## config.mk

```make
export PLATFORM = sky130hd
export DESIGN_NAME = pixel_window_sequencer
export DESIGN_NICKNAME = d
export VERILOG_FILES = /design/src/rtl/pixel_window_sequencer.sv
export SDC_FILE = /design/constraint.sdc
export NUM_CORES = 1
export LEC_CHECK = 0
export BUFFER_PORTS_ARGS = -buffer_cell sky130_fd_sc_hd__buf_2
export CORE_MARGIN = 4
export CORE_UTILIZATION = 59
export CTS_CLUSTER_SIZE = 30
export DETAILED_ROUTE_END_ITERATION = 6
export PLACE_DENSITY = 0.82
export RECOVER_POWER = 50
export SLEW_MARGIN = 5
export SYNTH_ARGS = -nofsm -noshare
export SYNTH_HDL_FRONTEND = slang
export SYNTH_SLANG_ARGS = --single-unit
```

## constraint.sdc

```tcl
create_clock -name clk -period 3.1 [get_ports clk]
set_input_delay 0.155 -clock clk [delete_from_list [all_inputs] [get_ports clk]]
set_output_delay 0.155 -clock clk [all_outputs]
set_load 0.01 [all_outputs]
```

## src/rtl/pixel_window_sequencer.sv

```systemverilog
// Raster-order sliding-window sequencer: tracks channel/column/row of the incoming stream and drives line-buffer addresses.
// Defining PIXWIN_FRAME_STATUS_EN adds the frame_done pulse and the per-frame win_count outputs.

`ifndef LOG2
`define LOG2(n) (((n) <= 2) ? 1 : $clog2(n))
`endif

module pixel_window_sequencer #(
  parameter int FILTER_SIZE  = 3,
  parameter int IMAGE_WIDTH  = 28,
  parameter int IMAGE_HEIGHT = 28,
  parameter int STRIDE_X     = 1,
  parameter int STRIDE_Y     = 1,
  parameter int CHANNELS     = 1,
  localparam int DEPTH  = (IMAGE_WIDTH - FILTER_SIZE + 1) * CHANNELS,
  localparam int ADDR_W = `LOG2(DEPTH),
  localparam int CH_W   = `LOG2(CHANNELS)
`ifdef PIXWIN_FRAME_STATUS_EN
  , localparam int WIN_COUNT = ((IMAGE_WIDTH - FILTER_SIZE) / STRIDE_X + 1) *
                               ((IMAGE_HEIGHT - FILTER_SIZE) / STRIDE_Y + 1)
  , localparam int WC_W = `LOG2(WIN_COUNT + 1)
`endif
) (
  input  logic              clk,
  input  logic              rst_n,
  input  logic              clk_en,
  output logic [ADDR_W-1:0] rd_addr,
  output logic [ADDR_W-1:0] wr_addr,
  output logic              valid,
  output logic [CH_W-1:0]   ch_out
`ifdef PIXWIN_FRAME_STATUS_EN
  , output logic            frame_done
  , output logic [WC_W-1:0] win_count
`endif
);

  localparam int X_W  = `LOG2(IMAGE_WIDTH);
  localparam int Y_W  = `LOG2(IMAGE_HEIGHT);
  localparam int PX_W = `LOG2(STRIDE_X);
  localparam int PY_W = `LOG2(STRIDE_Y);

  localparam logic [ADDR_W-1:0] ADDR_LAST = ADDR_W'(DEPTH - 1);
  localparam logic [CH_W-1:0]   CH_LAST   = CH_W'(CHANNELS - 1);
  localparam logic [X_W-1:0]    X_LAST    = X_W'(IMAGE_WIDTH - 1);
  localparam logic [Y_W-1:0]    Y_LAST    = Y_W'(IMAGE_HEIGHT - 1);
  localparam logic [X_W-1:0]    X_WIN     = X_W'(FILTER_SIZE - 1);
  localparam logic [Y_W-1:0]    Y_WIN     = Y_W'(FILTER_SIZE - 1);
  localparam logic [PX_W-1:0]   PX_LAST   = PX_W'(STRIDE_X - 1);
  localparam logic [PY_W-1:0]   PY_LAST   = PY_W'(STRIDE_Y - 1);

  logic [CH_W-1:0]   ch, ch_nxt;
  logic [X_W-1:0]    x, x_nxt;
  logic [Y_W-1:0]    y, y_nxt;
  logic [PX_W-1:0]   px, px_nxt;
  logic [PY_W-1:0]   py, py_nxt;
  logic [ADDR_W-1:0] wr_nxt;
  logic              ch_last, x_last, y_last, at_window;

  assign ch_last = (ch == CH_LAST);
  assign x_last  = (x == X_LAST);
  assign y_last  = (y == Y_LAST);

  // Phase counters stay at 0 until the axis reaches the first window column/row, so phase 0 marks a stride hit.
  assign at_window = (x >= X_WIN) && (y >= Y_WIN) && (px == '0) && (py == '0);

  assign rd_addr = (wr_addr == ADDR_LAST) ? '0 : wr_addr + 1'b1;

  // NOTE: every always_comb output gets a default first so no path leaves it unassigned (no latch).
  always_comb begin
    ch_nxt = ch + 1'b1;
    x_nxt  = x;
    y_nxt  = y;
    px_nxt = px;
    py_nxt = py;
    wr_nxt = (wr_addr == ADDR_LAST) ? '0 : wr_addr + 1'b1;
    if (ch_last) begin
      ch_nxt = '0;
      if (x_last) begin
        x_nxt  = '0;
        px_nxt = '0;
        if (y_last) begin
          y_nxt  = '0;
          py_nxt = '0;
        end else begin
          y_nxt  = y + 1'b1;
          py_nxt = (y < Y_WIN || py == PY_LAST) ? '0 : py + 1'b1;
        end
      end else begin
        x_nxt  = x + 1'b1;
        px_nxt = (x < X_WIN || px == PX_LAST) ? '0 : px + 1'b1;
      end
    end
  end

  // NOTE: state uses non-blocking assignments and an asynchronous active-low reset so it clears mid-cycle.
  always_ff @(posedge clk or negedge rst_n) begin
    if (!rst_n) begin
      ch      <= '0;
      x       <= '0;
      y       <= '0;
      px      <= '0;
      py      <= '0;
      wr_addr <= '0;
      valid   <= 1'b0;
      ch_out  <= '0;
    end else begin
      valid <= clk_en && at_window;
      if (clk_en) begin
        ch      <= ch_nxt;
        x       <= x_nxt;
        y       <= y_nxt;
        px      <= px_nxt;
        py      <= py_nxt;
        wr_addr <= wr_nxt;
        ch_out  <= ch;
      end
    end
  end

`ifdef PIXWIN_FRAME_STATUS_EN
  logic first_sample, last_sample;

  assign first_sample = (ch == '0) && (x == '0) && (y == '0);
  assign last_sample  = ch_last && x_last && y_last;

  // The count includes the window being flagged on the same edge, so it is final alongside frame_done.
  always_ff @(posedge clk or negedge rst_n) begin
    if (!rst_n) begin
      frame_done <= 1'b0;
      win_count  <= '0;
    end else begin
      frame_done <= clk_en && last_sample;
      if (clk_en)
        win_count <= (first_sample ? '0 : win_count) + WC_W'(at_window && ch_last);
    end
  end
`endif

endmodule

```

==> results of run 1 <==
[flip-flops by register name, summed over array words and instances (netlist names)]
name	flops
px	1
py	1
valid	1
wr_addr	5
x	5
y	5
[critical path, delay by kind of cell (launching register included)]
| kind | cells | cell delay (ns) |
|---|---|---|
| fa+ha+maj | 1 | 0.27 |
| buf+inv | 1 | 0.14 |
| simple gates | 2 | 0.38 |
| flops | 1 | 0.46 |
[worst max-delay path by stage]
stage	from	end	slack (ns)	depth (start not counted)
2_1_floorplan	x[1]	y[4]	1.66	4
3_3_place_gp	x[1]	y[4]	1.62	4
3_5_place_dp	x[1]	y[4]	1.56	4
4_1_cts	wr_addr[0]	rd_addr[1]	1.39	4
5_1_grt	wr_addr[0]	rd_addr[4]	1.25	4
6_report	wr_addr[0]	rd_addr[0]	1.39	4
[synth_stat cells, drive strengths merged, types with 2 or more instances]
| master | number |
|---|---|
| nand4b | 2 |
| nor2b | 2 |
| o21ai | 11 |
| dfrtp | 18 |
| a21oi | 8 |
| nor3 | 3 |
| nor2 | 6 |
| buf | 3 |
| and4b | 4 |
| a22o | 2 |
| ha | 6 |
| nand3 | 4 |
| nand2b | 2 |
| o31ai | 2 |
| a21o | 2 |
| mux2 | 4 |
| nand2 | 10 |
| inv | 5 |
[through the flow]
stage          std cells  area [sq um]  worst slack [ns]  total power, mW
2_1_floorplan        108          1030              1.66            0.648
3_3_place_gp         134          1100              1.62            0.757
3_5_place_dp         134          1100              1.56            0.780
4_1_cts              138          1130              1.39            0.891
5_1_grt              138          1120              1.25            0.964
6_report             138          1120              1.39            0.882
[power groups by stage]
stage               clock (mW)  combinational, mW  sequential (mW)
CTS                      0.114              0.376            0.402
detailed placement           0              0.373            0.407
floorplan                    0              0.260            0.387
global route             0.129              0.413            0.422
global placement             0              0.358            0.399
finish                   0.110              0.367            0.405
[per-layer routing]
metal  up-vias  share of wire, %  GRT usage, %
li1        414                 -             -
met1       404                45          24.4
met2        14                50          27.8
met3         4               2.9          3.61
met4         0               1.5          9.68
met5         -                 0             0
[cells in the final DEF, fill, tap and decap left out, types with 4 or more instances in the layout]
cell / count
nand3_1: 4
ha_1: 6
clkbuf_1: 5
dfrtp_1: 18
nand2_1: 10
a21oi_1: 8
buf_2: 8
o21ai_0: 11
nor2_1: 6
mux2_2: 4
inv_1: 5
[cell families (layout without fill, tap and decap cells)]
family / count (synthesis) / count (layout) / share of synthesized area [%]
compound gates: 29 / 29 / 16.8
xor+xnor: 2 / 2 / 1.70
fa+ha+maj: 6 / 6 / 7.30
buf+inv: 9 / 23 / 3.89
flops: 18 / 18 / 43.8
mux: 5 / 5 / 5.35
other cells: 1 / 1 / 0.365
simple gates: 38 / 38 / 20.8
[final cells by class]
cell class / count / share of cell area [%]
clock buffer: 3 / 2.01
timing repair buffer: 14 / 6.13
sequential: 18 / 40.1
tap: 16 / 1.78
inverter: 6 / 2.01
multi-input combinational: 81 / 47.9
==> reports/qor.yml, run 1 <==
status:
  outcome: "finished, final reports clean"
job:
  maxCapViolCount: 0
pwr:
  p_leak_nw: 0.526
  vdd_drop_max_v: 0.000475
  p_sw_share_pct: 41.0
  internal-power_mw: 0.520
  p_sw_mw: 0.362
  power.share.clock_pct: 12.5
  p_seq_share_pct: 45.9
  power.share.combinational_pct: 41.6
  pwr_density_cell_mw_per_mm2: 786
sta:
  min_period_ns: 1.71
  final_hold_viol_count: 0
  rsz0062_at_grt: "no"
  finalSetupTns_ns: 0
  period_share_pct: 55.1
  whs_ns: 0.219
  worst_pin_slew_ns: 0.930
  final_max_slew_viol_count: 0
  fmax_mhz: 586
  max_slew_margin_pct: 38.0
  fin_skew_ns: 0.00190
  setup_viol: 0
cts:
  cts-root-buf: "clkbuf_4"
  clkLatencyLatePin_ns: 0.28
  post_cts_resized: 0
  ctsHoldBuffers: 1
  cts_sinks: 18
  post-cts-setup-buffers: 0
  htree_levels: 1
  clk_path_buf_depth: 2
  cts_buffers: 3
  clk_pin_slew_worst_paths_ns: 0.09
  cts_tree: "done"
min_path:
  worstHoldPathCells: 2
  hold_end: "px"
  min-delay-start: "clk_en"
  hold_class: "primary input to flip-flop"
yosys:
  synthTopCellsByArea: "dfrtp_1, ha_1, o21ai_0, mux2_2, a21oi_1"
  avgSynthCellArea_sq_um: 9.52
  synth_cells: 108
  yosysSeqAreaShare_pct: 43.8
  yosysWarnings: 0
  synth_top_cell_by_area: "dfrtp_1"
  synth.cell_area_sq_mm: 0.00103
  synth_top_area_share_pct: 43.8
  ys_ff_latch: 18
  ys_types: 34
  synth-edff-count: 0
  synth_nets: 117
  synth_top_flop_cell: "dfrtp_1"
  async_flop_share_pct: 100
setup_path:
  rrSetupSlack_ns: 1.53
  start_kind: "flip-flop"
  cp_cell_sequence: "ha_1 -> and4b_1 -> nor2_1 -> buf_2"
  timing.rr.end: "y[4]"
  worstPathRequired_ns: 2.94
  worst-endpoint-arrival_ns: 1.55
  r2r-start: "x[1]"
  cp-end-kind: "primary output"
  worst_path_max_delay_cell: "dfrtp_1"
  reg2reg_depth: 4
  path_class: "flip-flop to primary output"
  path_max_fanout: 7
  cp_slowest_stage_delay_ns: 0.46
global_routing:
  grt_max_degree: 19
  grt.overflow.total: 0
  antenna_found_initial: 0
  grt_usage_pct: 18.3
  grt_pass1_wl_um: 3430
  grt_pass1_vias: 748
cells_and_area:
  num_antenna_cells: 0
  fillers: 123
  final-seq-area_sq_um: 450
  multi_input_area_sq_um: 538
  final_nets: 133
  drive_above_1_share_pct: 14.8
  area_growth_pct: 9.12
  final_util_pct: 71.2
floorplanning:
  initial_core_util_pct: 65.2
  dieHeight_um: 49.8
  die-area_sq_mm: 0.00248
  coreArea_sq_mm: 0.00158
  rows: 14
  die_w_um: 49.8
  ios: 15
place:
  port_buffers: 13
  dp_hpwl_um: 1460
  place.gp.congestion: 0.820
route:
  drtIter0Drc: 22
  wirelength_um: 2030
  antenna_left: 0
  dr.pass1.iters: 4
  drc_errors: 0
  vias_per_cell: 6.06
  vias: 836
  wl_per_cell_um: 14.7
Power figures use the tool's default switching activity.
==> inputs of run 2 (changes only) <==
CORE_UTILIZATION = 55   (was 59)
PLACE_DENSITY = 0.77   (was 0.82)
clock period = 1.65 ns   (was 3.1 ns; I/O delays follow)
==> run 2 against run 1 <==
Setup slack got worse by 1.3 ns. Sequential share of layout area fell by 2.2 points. Critical path depth did not move. Highest routed layer unchanged. Critical path type unchanged. Clock skew up 0.012 ns. Clock power grew 140%. Register-to-register slack got worse by 1.4 ns.
==> reports/qor.yml, run 2 (same netlist as run 1, synthesis figures left out) <==
route:
  drtIter0Drc: 21
  wirelength_um: 2020
  wl_per_cell_um: 13.3
  dr.pass1.iters: 4
  vias: 836
  antenna_left: 0
  drc_errors: 0
  vias_per_cell: 5.50
cts:
  clk_pin_slew_worst_paths_ns: 0.09
  htree_levels: 1
  cts_tree: "done"
  cts-root-buf: "clkbuf_4"
  cts_buffers: 3
  clk_path_buf_depth: 2
  clkLatencyLatePin_ns: 0.29
  cts_sinks: 18
sta:
  fin_skew_ns: 0.0136
  period_share_pct: 94.1
  min_period_ns: 1.55
  layout_setup_ws_ns: 0.0970
  fmax_mhz: 644
  setup_viol: 0
  max_slew_margin_pct: 37.9
  final_hold_viol_count: 0
  worst_pin_slew_ns: 0.932
  final_max_slew_viol_count: 0
min_path:
  hold_end: "px"
  hold_class: "primary input to flip-flop"
  min-delay-start: "clk_en"
  worstHoldPathCells: 2
global_routing:
  grt_max_degree: 19
  grt_pass1_vias: 787
  grt_usage_pct: 17.6
  grt_pass1_wl_um: 3520
  grt.overflow.total: 0
  antenna_found_initial: 0
setup_path:
  reg2reg_depth: 6
  path_max_fanout: 6
  r2r-start: "wr_addr[1]"
  cp_cell_sequence: "ha_2 -> mux2i_1 -> a22o_1 -> buf_2"
  start_kind: "flip-flop"
  rrSetupSlack_ns: 0.14
  timing.rr.end: "wr_addr[0]"
  worst-endpoint-arrival_ns: 1.47
  cp-end-kind: "primary output"
  cp_slowest_stage_delay_ns: 0.45
  worst_path_max_delay_cell: "dfrtp_2"
  worstPathRequired_ns: 1.57
  path_class: "flip-flop to primary output"
place:
  place.gp.congestion: 0.801
  dp_slack_ns: 0.117
  port_buffers: 13
  dp_hpwl_um: 1370
floorplanning:
  ios: 15
  initial_core_util_pct: 58.9
  die-area_sq_mm: 0.00263
  dieHeight_um: 51.2
  rows: 15
  coreArea_sq_mm: 0.00175
  die_w_um: 51.2
cells_and_area:
  area_growth_pct: 16.1
  multi_input_area_sq_um: 549
  layout_commonest_cell: "dfrtp_1"
  layout_common_cells: "dfrtp_1, nand2_1, o21ai_0, buf_2, a21oi_1"
  final-seq-area_sq_um: 453
  fillers: 146
  final_nets: 137
  final_util_pct: 68.4
  largest_registers: "wr_addr: 5 flops, x: 5 flops, y: 5 flops"
  num_antenna_cells: 0
  drive_above_1_share_pct: 25.2
pwr:
  p_seq_share_pct: 43.0
  p_sw_share_pct: 39.1
  internal-power_mw: 1.08
  power.share.clock_pct: 14.9
  p_leak_nw: 0.551
  vdd_drop_max_v: 0.00103
  p_sw_mw: 0.693
  pwr_density_cell_mw_per_mm2: 1480
  power.share.combinational_pct: 42.1
job:
  maxCapViolCount: 0
status:
  outcome: "finished, final reports clean"
[run 2: area by class of cell]
type	instances	area share [%]
clock buffer	4	3.04
inverter	6	1.89
multi-input combinational	81	46.0
sequential	18	37.9
tap	25	2.62
timing repair buffer	18	8.49
[run 2: critical path, delay by kind of cell (launching register included)]
| family | cells | cell delay [ns] |
|---|---|---|
| flops | 1 | 0.45 |
| fa+ha+maj | 1 | 0.24 |
| compound gates | 1 | 0.23 |
| mux | 1 | 0.13 |
| buf+inv | 1 | 0.13 |
[run 2: worst max-delay path by stage]
stage | from | to | slack (ns) | cells past startpoint
2_1_floorplan | x[1] | y[4] | 0.21 | 4
3_3_place_gp | x[1] | y[4] | 0.17 | 4
3_5_place_dp | x[1] | y[4] | 0.12 | 4
4_1_cts | wr_addr[0] | rd_addr[1] | 0.02 | 4
5_1_grt | wr_addr[1] | rd_addr[2] | -0.02 | 5
6_report | wr_addr[0] | rd_addr[4] | 0.1 | 4
[run 2: power groups by stage]
stage          Clock (mW)  Sequential, mW  Combinational (mW)
3_3_place_gp            0           0.751               0.672
2_1_floorplan           0           0.728               0.489
4_1_cts             0.274           0.755               0.703
5_1_grt             0.293           0.795               0.845
3_5_place_dp            0           0.763               0.696
6_report            0.264           0.761               0.746
[run 2: timing repair]
action,in CTS,in global routing
hold buffers,1,0
hold endpoints to repair,18,0
setup endpoints to repair,1,5
gates resized for setup,1,7
setup buffers,0,4
[run 2: per-stage QoR]
stage / hold slack, ns / std cells / area (sq um) / TNS, ns / total power, mW
after floorplan: -0.213 / 108 / 1030 / 0 / 1.22
after global placement: 0.0261 / 143 / 1110 / 0 / 1.42
after detailed placement: 0.0264 / 143 / 1110 / 0 / 1.46
after CTS: 0.156 / 148 / 1160 / 0 / 1.73
after global routing: 0.166 / 152 / 1190 / -0.0335 / 1.93
final: 0.168 / 152 / 1190 / 0 / 1.77
[run 2: layer usage]
| layer | part of all wire, % | GRT usage [%] | vias up |
|---|---|---|---|
| met1 | 48 | 23.1 | 396 |
| met5 | 0 | 0 | - |
| met2 | 48 | 30.0 | 11 |
| met3 | 3.3 | 5.25 | 2 |
| li1 | - | - | 427 |
| met4 | 0.49 | 1.31 | 0 |
